$ cat src/rtl/slot_reel_engine.sv
`default_nettype none
// ============================================================================
// Module   : slot_reel_engine
// Purpose  : Multi-reel slot machine core with start/stop edge control and a
//            win flag. Optional auto-stop timeout via macro SLOT_AUTOSTOP_EN.
// Revision : 1.0 - initial release
// ============================================================================
module slot_reel_engine #(
    parameter int NUM_REELS = 3,
    parameter int SYM_W     = 4,
    parameter int SYM_MAX   = 9,
    parameter int BASE_DIV  = 4,
    parameter int STEP_DIV  = 2,
    parameter int AUTO_CYC  = 1000
) (
    input  logic                       clk,
    input  logic                       rst_n,
    input  logic                       gameselect,
    input  logic                       btn2,
    output logic [NUM_REELS*SYM_W-1:0] reel_sym,
    output logic [NUM_REELS-1:0]       spinning,
    output logic                       done,
    output logic                       win
);

    localparam logic [1:0] c_st_idle   = 2'd0;
    localparam logic [1:0] c_st_spin   = 2'd1;
    localparam logic [1:0] c_st_result = 2'd2;

    localparam int               c_div_max = BASE_DIV + (NUM_REELS - 1) * STEP_DIV;
    localparam int               c_presc_w = (c_div_max > 2) ? $clog2(c_div_max) : 1;
    localparam logic [SYM_W-1:0] c_sym_max = SYM_W'(SYM_MAX);

    logic [1:0]           r_state;
    logic [1:0]           w_next_state;
    logic                 r_gs_prev;
    logic                 r_btn_prev;
    logic                 w_gs_edge;
    logic                 w_btn_edge;
    logic                 w_start;
    logic                 w_timeout;
    logic                 w_stop;
    logic [NUM_REELS-1:0] w_stop_mask;
    logic [NUM_REELS-1:0] w_stop_clr;
    logic                 w_last_stop;
    logic                 w_all_equal;
    logic [NUM_REELS-1:0] r_spinning;
    logic                 r_win;

    assign w_gs_edge  = gameselect & ~r_gs_prev;
    assign w_btn_edge = btn2 & ~r_btn_prev;
    assign w_start    = (r_state == c_st_idle) & w_gs_edge;
    assign w_stop     = (r_state == c_st_spin) & (w_btn_edge | w_timeout);

    // Reels stop in index order, so the target is the lowest set spinning bit.
    assign w_stop_mask = r_spinning & (~r_spinning + NUM_REELS'(1));
    assign w_stop_clr  = w_stop ? w_stop_mask : '0;
    assign w_last_stop = w_stop & (r_spinning == w_stop_mask);

    always_ff @(posedge clk or negedge rst_n) begin
        if (!rst_n) begin
            r_gs_prev  <= 1'b0;
            r_btn_prev <= 1'b0;
        end else begin
            r_gs_prev  <= gameselect;
            r_btn_prev <= btn2;
        end
    end

`ifdef SLOT_AUTOSTOP_EN
    localparam int c_auto_w = $clog2(AUTO_CYC + 1);

    logic [c_auto_w-1:0] r_auto_cnt;

    assign w_timeout = (r_state == c_st_spin) && (r_auto_cnt == c_auto_w'(AUTO_CYC - 1));

    // Restarts on every stop so each reel gets a full timeout window.
    always_ff @(posedge clk or negedge rst_n) begin
        if (!rst_n) begin
            r_auto_cnt <= '0;
        end else if ((r_state != c_st_spin) || w_stop) begin
            r_auto_cnt <= '0;
        end else begin
            r_auto_cnt <= r_auto_cnt + c_auto_w'(1);
        end
    end
`else
    assign w_timeout = 1'b0;
`endif

    always_ff @(posedge clk or negedge rst_n) begin
        if (!rst_n) begin
            r_state <= c_st_idle;
        end else begin
            r_state <= w_next_state;
        end
    end

    always_comb begin
        w_next_state = r_state;
        case (r_state)
            c_st_idle:   if (w_gs_edge)   w_next_state = c_st_spin;
            c_st_spin:   if (w_last_stop) w_next_state = c_st_result;
            c_st_result: w_next_state = c_st_idle;
            default:     w_next_state = c_st_idle;
        endcase
    end

    always_comb begin
        done = 1'b0;
        if (r_state == c_st_result) begin
            done = 1'b1;
        end
    end

    always_ff @(posedge clk or negedge rst_n) begin
        if (!rst_n) begin
            r_spinning <= '0;
            r_win      <= 1'b0;
        end else if (w_start) begin
            r_spinning <= '1;
            r_win      <= 1'b0;
        end else begin
            r_spinning <= r_spinning & ~w_stop_clr;
            if (w_last_stop) begin
                r_win <= w_all_equal;
            end
        end
    end

    // Stopped reels already hold their final value, so comparing the current
    // registers gives the end-of-game picture.
    always_comb begin
        w_all_equal = 1'b1;
        for (int i = 1; i < NUM_REELS; i++) begin
            if (reel_sym[i*SYM_W +: SYM_W] != reel_sym[SYM_W-1:0]) begin
                w_all_equal = 1'b0;
            end
        end
    end

    for (genvar g = 0; g < NUM_REELS; g++) begin : g_reel
        localparam int c_div = BASE_DIV + g * STEP_DIV;

        logic [c_presc_w-1:0] r_presc;
        logic [SYM_W-1:0]     r_sym;

        // A stop landing on the advance cycle wins: the symbol is frozen as-is.
        always_ff @(posedge clk or negedge rst_n) begin
            if (!rst_n) begin
                r_presc <= '0;
                r_sym   <= '0;
            end else if (w_start) begin
                r_presc <= '0;
            end else if ((r_state == c_st_spin) && r_spinning[g] && !w_stop_clr[g]) begin
                if (r_presc == c_presc_w'(c_div - 1)) begin
                    r_presc <= '0;
                    r_sym   <= (r_sym == c_sym_max) ? '0 : r_sym + SYM_W'(1);
                end else begin
                    r_presc <= r_presc + c_presc_w'(1);
                end
            end
        end

        assign reel_sym[g*SYM_W +: SYM_W] = r_sym;
    end

    assign spinning = r_spinning;
    assign win      = r_win;

endmodule
`default_nettype wire
$ cat config.mk
export PLATFORM = sky130hd
export DESIGN_NAME = slot_reel_engine
export DESIGN_NICKNAME = d
export VERILOG_FILES = /design/src/rtl/slot_reel_engine.sv
export SDC_FILE = /design/constraint.sdc
export NUM_CORES = 1
export LEC_CHECK = 0
export ABC_CLOCK_PERIOD_IN_PS = 4000
export CORE_MARGIN = 1.5
export CORE_UTILIZATION = 57
export DETAILED_ROUTE_END_ITERATION = 16
export GPL_TIMING_DRIVEN = 1
export PLACE_DENSITY = 0.9
export SETUP_SLACK_MARGIN = 0.3
export SYNTH_ARGS = -nofsm -noshare
export SYNTH_HDL_FRONTEND = slang
export SYNTH_SLANG_ARGS = --single-unit
$ cat constraint.sdc
create_clock -name clk -period 4 [get_ports clk]
set_clock_uncertainty 0.1 [all_clocks]
set_input_delay 0.6 -clock clk [delete_from_list [all_inputs] [get_ports clk]]
set_output_delay 0.6 -clock clk [all_outputs]
set_load 0.02 [all_outputs]
==> results.json <==
{
  "status": "completed",
  "gp_congestion": 0.783,
  "wl_mm": 3.09,
  "ant_nets": 0,
  "cts_setup_buffers": 0,
  "clock_sinks": 29,
  "dieArea_um2": 2850,
  "placed_area_um2": 1680,
  "grt_first_pass_wirelength_mm": 4.97,
  "antenna_found_initial": 0,
  "cts_tree": "yes",
  "final_layout_size_suffix_gt1_frac": 0.109,
  "critPathRequiredTime_ns": 3.30,
  "place_ws_ns": 1.73,
  "synth.ff_latch_count": 29,
  "dr_total_vias": 1137,
  "worst_slew_pin_slew_ns": 0.361,
  "max_freq_mhz": 444,
  "hp-class": "register to register",
  "slowest_delay_ns": 0.68,
  "tns_ns": 0,
  "synth_area_um2": 1450,
  "port_buffers": 20,
  "worst_setup_path_start_kind": "register",
  "syn_area_per_cell_um2": 10.5,
  "drt-initial-drc-count": 30,
  "final.min_clock_period_ns": 2.25,
  "yosysUniqueCellTypes": 41,
  "final-setup-viol-count": 0,
  "rows": 18,
  "synthesis.nets": 145,
  "yosysMostFrequentCell": "dfrtp_1",
  "endpoint_kind": "primary output",
  "drcViolationCount": 0,
  "drtPass1Iterations": 4,
  "worstSetupPathType": "register to primary output",
  "synthCells": 138,
  "yosys-top-cells-area": "dfrtp_1 (50%), nand2_1 (5.4%), nor2b_1 (3.0%)",
  "ys_warn_count": 0,
  "crit_buf_inv": 1,
  "crit_start": "spinning[0]$_DFF_PN0_",
  "hold_buffers": 0,
  "die_h_um": 53.4,
  "antenna_cells": 0,
  "grt.overflow.total": 0,
  "synth_edf_count": 0,
  "wire_per_inst_um": 15.9,
  "synthTopCellsByCount": "dfrtp_1 (29), nand2_1 (21), nor2_1 (7), nor2b_1 (7), o21ai_0 (7)",
  "place_hpwl_mm": 2.22,
  "ctsResizeCount": 0,
  "seq_area_frac_synth": 0.502,
  "die_x_um": 53.4,
  "cp.arrival_ns": 1.55,
  "slew_headroom": 0.760,
  "period_share": 0.564,
  "synth_top_cell_by_area": "dfrtp_1",
  "clock_path_buffers": 2,
  "critical-path-top-delay-family": "buffers and inverters",
  "viasPerCell": 5.83,
  "worstReg2RegStart": "r_state[1]$_DFFE_PN0P_",
  "hp-start": "g_reel[0].r_presc[2]$_DFFE_PN0P_",
  "area_growth_pct": 21.1,
  "irDropWorstVdd_v": 0.000476,
  "crit_slowest_cell": "clkdlybuf4s50_1",
  "slew_viol_final": 0,
  "dp_cells": 187,
  "fin_nets": 171,
  "cap_violations": 0,
  "grt_pass1_vias": 1107,
  "crit_chain": "clkdlybuf4s50_1",
  "start_util": 0.595,
  "fin_area_um2": 1750,
  "cts_inserted_buffers": 5,
  "htreeDepth": 2,
  "instances_no_fill": 195,
  "clk_latency_ns": 0.33,
  "clk_pin_slew_ns": 0.09,
  "setup_slack_ns": 1.75,
  "final_hold_viol_count": 0,
  "cts_root_buf": "clkbuf_4",
  "ys.flop_type": "dfrtp_1",
  "crit_fanout": 12,
  "io_pins": 21,
  "p_leak_nw": 0.761,
  "synth_top_area_share": 0.502,
  "core_um2": 2430,
  "synthArstFlopShare": 1.00,
  "grt_max_degree": 30,
  "grt_use_total": 0.254,
  "power_density_nw_per_um2": 676,
  "grt_setup_unrepaired": "no"
}
-- state kept, by name, summed over array words and instances (netlist names) --
name            flops
g_reel.r_sym       12
g_reel.r_presc      9
spinning            3
r_state             2
r_btn_prev          1
r_gs_prev           1
win                 1
-- layout make-up --
class	instances	area [um^2]
flip-flops and latches	29	726
multi-input cells	103	696
fillers	181	681
repair buffers	21	208
clock buffers	7	65.1
well taps	30	37.5
inverters	4	15.0
clock inverters	1	5.00
-- per-stage QoR --
stage	utilization	hold slack [ns]	total power, W
final	0.720	0.409	0.00118
after global routing	0.720	0.449	0.00126
after CTS	0.720	0.408	0.00118
after detailed placement	0.691	0.394	0.000980
after global placement	0.691	0.383	0.000944
after floorplan	-	0.204	0.000795
-- placed cells by master (no fill, tap or decap), types with 2 or more instances in the layout --
cell type,count
nor2_1,7
inv_1,3
nor2b_1,7
or3_1,2
dfrtp_1,29
clkbuf_4,5
xnor2_1,5
mux2i_1,2
nand3b_1,2
o21ai_1,2
and3_1,3
nand2b_1,3
o31ai_1,2
o2111a_1,2
or4b_4,2
o21ai_0,7
and2b_1,2
nand2_1,21
a21oi_1,2
clkbuf_8,2
nand3_1,6
nor3_1,3
and4b_1,2
a22o_1,2
clkdlybuf4s50_1,20
ha_1,3
-- logic make-up after synthesis --
family	count (synthesis)	synth area share
simple gates	65	0.267
flops	29	0.502
compound gates	25	0.123
xor+xnor	6	0.0363
buf+inv	6	0.0173
fa+ha+maj	4	0.0329
mux	3	0.0216
-- layer usage --
metal	part of all wire	vias up	global-route usage
met4	0.024	0	0.145
li1	-	548	-
met3	0.042	7	0.0706
met1	0.43	555	0.302
met2	0.50	27	0.407
met5	0	-	0
-- final timing paths --
path | end | slack [ns] | depth (start not counted)
max in group asynchronous | g_reel[0].r_presc[0]$_DFFE_PN0P_ | 2.99 | 2
min in group asynchronous | g_reel[2].r_presc[2]$_DFFE_PN0P_ | 0.54 | 2
worst min register to register | g_reel[0].r_presc[2]$_DFFE_PN0P_ | 0.41 | 2
worst max-delay path | spinning[0] | 1.75 | 1
worst max register to register | g_reel[1].r_presc[2]$_DFFE_PN0P_ | 2.32 | 4
worst min-delay path | g_reel[0].r_presc[2]$_DFFE_PN0P_ | 0.41 | 2
-- where the power goes --
part | internal [W] | switching [W] | leakage, nW
combinational | 0.000224 | 0.000243 | 0.360
sequential | 0.000384 | 0.000127 | 0.360
clock | 0.000102 | 0.000104 | 0.0413
total | 0.000709 | 0.000474 | 0.761
(Power assumes the default switching activity.)
